## src/rtl/mem_ctrl_pkg.sv

```systemverilog
// Shared types and default sizes for the mem host controller and its bench.
package mem_ctrl_pkg;

  localparam int AW_DEF = 4;
  localparam int DW_DEF = 8;

  typedef enum logic [2:0] {
    IDLE = 3'd0,
    WR   = 3'd1,
    RD   = 3'd2,
    CAP  = 3'd3,
    RSP  = 3'd4,
    CLR  = 3'd5
  } state_t;

endpackage

```

## src/rtl/mem_ctrl.sv

```systemverilog
// Host-side sequencer for the single-port mem block: request/response
// handshakes on the host side, registered wr/rd/addr/din pins on the mem
// side, plus a hardware sweep that zeroes every location.
module mem_ctrl
  import mem_ctrl_pkg::*;
#(
  parameter int AW = AW_DEF,
  parameter int DW = DW_DEF
) (
  input  logic          clk,
  input  logic          rst,
  input  logic          req_valid,
  output logic          req_ready,
  input  logic          req_we,
  input  logic [AW-1:0] req_addr,
  input  logic [DW-1:0] req_wdata,
  output logic          rsp_valid,
  input  logic          rsp_ready,
  output logic [DW-1:0] rsp_rdata,
  input  logic          clr_start,
  output logic          clr_done,
  output logic          busy,
  output logic          mem_wr,
  output logic          mem_rd,
  output logic [AW-1:0] mem_addr,
  output logic [DW-1:0] mem_din,
  input  logic [DW-1:0] mem_dout
);

  localparam logic [AW-1:0] LAST_ADDR = {AW{1'b1}};

  state_t        r_state;
  logic [AW-1:0] r_cnt;

  // Handshake and status are decoded straight from the state; rst masks
  // ready so a master never sees a request accepted during reset.
  assign req_ready = (r_state == IDLE) && !rst;
  assign busy      = (r_state != IDLE);

  // Controller FSM: every mem pin and response output is registered here,
  // set up on the edge that enters the state which uses it.
  always_ff @(posedge clk) begin
    if (rst) begin
      r_state   <= IDLE;
      r_cnt     <= '0;
      mem_wr    <= 1'b0;
      mem_rd    <= 1'b0;
      mem_addr  <= '0;
      mem_din   <= '0;
      rsp_valid <= 1'b0;
      rsp_rdata <= '0;
      clr_done  <= 1'b0;
    end else begin
      // NOTE: non-blocking assignments everywhere in this block, so every
      // right-hand side sees the pre-edge value regardless of statement order.
      clr_done <= 1'b0;
      case (r_state)
        IDLE: begin
          if (clr_start) begin
            // Sweep wins over a simultaneous request; the master keeps
            // holding its request and it is taken after the sweep.
            r_state  <= CLR;
            r_cnt    <= '0;
            mem_wr   <= 1'b1;
            mem_addr <= '0;
            mem_din  <= '0;
          end else if (req_valid) begin
            mem_addr <= req_addr;
            if (req_we) begin
              mem_wr  <= 1'b1;
              mem_din <= req_wdata;
              r_state <= WR;
            end else begin
              mem_rd  <= 1'b1;
              r_state <= RD;
            end
          end
        end
        WR: begin
          mem_wr  <= 1'b0;
          r_state <= IDLE;
        end
        RD: begin
          mem_rd  <= 1'b0;
          r_state <= CAP;
        end
        CAP: begin
          // mem_dout is valid this cycle because rd was sampled last edge.
          rsp_rdata <= mem_dout;
          rsp_valid <= 1'b1;
          r_state   <= RSP;
        end
        RSP: begin
          if (rsp_ready) begin
            rsp_valid <= 1'b0;
            r_state   <= IDLE;
          end
        end
        CLR: begin
          r_cnt <= r_cnt + 1'b1;
          if (r_cnt == LAST_ADDR) begin
            // Last location written this cycle; mem_addr keeps its value.
            mem_wr   <= 1'b0;
            clr_done <= 1'b1;
            r_state  <= IDLE;
          end else begin
            mem_addr <= r_cnt + 1'b1;
          end
        end
        default: begin
          mem_wr  <= 1'b0;
          mem_rd  <= 1'b0;
          r_state <= IDLE;
        end
      endcase
    end
  end

endmodule

```

## config.mk

```make
export PLATFORM = sky130hd
export DESIGN_NAME = mem_ctrl
export DESIGN_NICKNAME = d
export VERILOG_FILES = /design/src/rtl/mem_ctrl_pkg.sv /design/src/rtl/mem_ctrl.sv
export SDC_FILE = /design/constraint.sdc
export NUM_CORES = 1
export LEC_CHECK = 0
export CORE_ASPECT_RATIO = 0.7
export CORE_MARGIN = 2
export CORE_UTILIZATION = 46
export DETAILED_ROUTE_END_ITERATION = 6
export PLACE_DENSITY = 0.85
export SKIP_CTS_REPAIR_TIMING = 1
export SYNTH_ARGS = -nofsm -noshare
export SYNTH_HDL_FRONTEND = slang
export SYNTH_SLANG_ARGS = --single-unit
```

## constraint.sdc

```tcl
create_clock -name clk -period 2.58 [get_ports clk]
set_input_delay 0.645 -clock clk [delete_from_list [all_inputs] [get_ports clk]]
set_output_delay 0.645 -clock clk [all_outputs]
set_load 0.05 [all_outputs]
```

==> flow_summary.yaml <==
status:
  status: "complete, no violations"
timing:
  period_minus_slack_ns: 2.362
  fin_tns_setup_ns: 0
  min_period_over_period_pct: 91.55
  slew_viol_final: 0
  grt_setup_unrepaired: "no"
  skew_ns: 0.006076
  max_freq_ghz: 0.4234
  setup_viol: 0
  fin_ws_ns: 0.2180
  tightest_slew_ns: 0.5173
  hold_violations: 0
  relSlewSlack_pct: 65.40
yosys:
  synthesis.nets: 191
  ys_seq_area_share_pct: 45.84
  ys_types: 33
  yosysWarnings: 0
  synthFlopType: "dfxtp_1"
  synth_area_um2: 1354
  ys_ff_latch: 31
  synthArstFlopShare_pct: 0
  syn-instance-count: 164
  postSynthAreaPerCell_um2: 8.255
  synth_edf_count: 0
route:
  vias: 1322
  drtIter0Drc: 91
  dr.pass1.iters: 4
  avgRoutedWirePerCell_um: 13.83
  drt-total-wl_um: 3471
  drc: 0
  antenna_left: 0
  avgViaCountPerCell: 5.267
grt:
  grt_pass1_vias: 1210
  grt_overflow_total: 0
  grt_pass1_wl_um: 5651
  antenna_found_initial: 0
  grt_max_degree: 32
  track_usage_pct: 23.23
power:
  cellPowerDensity_nw_per_um2: 672.5
  ir_worst_vdd_mv: 0.4407
  power_mw: 1.345
  p_leak_nw: 0.7239
placed_design:
  gp_congestion: 0.8215
  placedCellCount: 243
  port_buffers: 51
  place_ws_ns: 0.4168
  dp_hpwl_um: 2430
cts:
  root_buffer: "clkbuf_8"
  cts_sinks: 31
  cts.clk_slew.worst_paths_ns: 0.06
  cts_tree: "built"
  clockBufferDepth: 2
  clk_latency_ns: 0.29
  cts.htree.levels: 2
  cts_buffers: 5
worst_setup_path:
  crit_start: "r_state[2]"
  crit_required_ns: 1.93
  max_stage_delay_ns: 0.54
  cp_cell_sequence: "or3_1 > nor2_1 > buf_12"
  endpoint: "req_ready"
  reg2reg_depth: 4
  timing.rr.end: "mem_addr[2]"
  critical_path_arrival_ns: 1.72
  path_buf_inv: 1
  crit_family: "simple AND/OR/NAND/NOR gates"
  path_depth: 3
  crit_path_end_kind: "output pin"
  slowest_stage: "or3_1"
  reg2reg_slack_ns: 0.89
  timing.rr.start: "r_state[2]"
  start_kind: "flop"
  critPathKind: "reg2out"
  cp_max_fo: 15
floorplan:
  std_cell_rows: 16
  core_area_um2: 2803
  die_area_um2: 3400
  ioPinCount: 52
  start_util_pct: 48.30
  die_w_um: 68.84
  die_h_um: 49.39
hold_path:
  worstHoldStart: "mem_din[2]"
  hp-class: "reg2reg"
cells_and_area:
  fillers: 209
  nets: 241
  area_delta_synth_final_pct: 47.78
  diodes: 0
  drive_gt1_share_pct: 9.302
  final_common_cell: "clkdlybuf4s50_1"
  instances_no_fill: 251
  final_cell_mix: "clkdlybuf4s50_1 (49), dfxtp_1 (31), nand2_1 (23), a21oi_1 (22), nand3_1 (19)"
run:
  maxCapViolCount: 0
[area by class of cell]
class,instances,area [um^2],share of cell area (%)
Inverter,1,3.754,0.1876
Tap cell,36,45.04,2.251
Sequential cell,31,620.6,31.02
Clock buffer,8,100.1,5.003
Multi-Input combinational cell,119,663.1,33.15
Timing Repair Buffer,56,568.0,28.39
[Yosys cell counts (2+ instances only)]
cell	number	area share, %
nand3b_1	3	1.7
a21oi_1	22	8.1
dfxtp_1	31	46
buf_2	2	0.74
buf_6	2	1.7
nor3_1	5	1.8
a22oi_1	2	1.1
clkbuf_1	8	2.2
a21o_1	3	1.7
nand2b_1	2	0.92
nor2_1	18	5.0
a211oi_1	4	2.2
nand2_1	23	6.4
xnor2_1	2	1.3
nand3_1	19	7.0
[kinds of logic after synthesis]
kind of cell	synth area share, %
fa+ha+maj	0.9241
compound gates	19.22
simple gates	27.54
flops	45.84
buf+inv	5.175
xor+xnor	1.294
[sequential cells by signal, indices dropped and copies added, names as in the netlist]
signal	count
clr_done	1
mem_addr	4
mem_din	8
mem_rd	1
mem_wr	1
r_cnt	4
r_state	3
rsp_rdata	8
rsp_valid	1
[worst register-to-register path: cells and delay by family, from the launching register on]
kind            cells  cell delay [ns]
compound gates      2             0.54
simple gates        2             0.61
flops               1             0.44
[where the power goes]
part / switching, mW / internal [mW] / leakage (nW)
clock network: 0.177 / 0.243 / 0.0515
registers: 0.0238 / 0.510 / 0.252
logic: 0.234 / 0.159 / 0.420
total: 0.434 / 0.911 / 0.724
[per-stage QoR]
step	instance area [um^2]	hold WS [ns]	util (%)
finish	2001	0.4548	71.38
floorplan	1354	0.4624	-
CTS	2001	0.4573	71.38
detailed placement	1901	0.4457	67.81
global placement	1901	0.4372	67.81
global route	2001	0.4695	71.38
[routing by layer]
layer | part of all wire (%) | GRT usage (%)
met5 | 0 | 0
met4 | 2.2 | 12.75
met3 | 7.4 | 8.083
met2 | 47 | 33.97
met1 | 43 | 29.50
[worst min path at each step]
stage | endpoint | slack [ns] | cells after the start
3_5_place_dp | mem_din[1] | 0.45 | 2
5_1_grt | rsp_rdata[5] | 0.47 | 2
6_report | mem_din[2] | 0.45 | 2
3_3_place_gp | mem_din[7] | 0.44 | 2
4_1_cts | mem_din[1] | 0.46 | 2
2_1_floorplan | r_cnt[3] | 0.46 | 2
(Power assumes the default switching activity.)
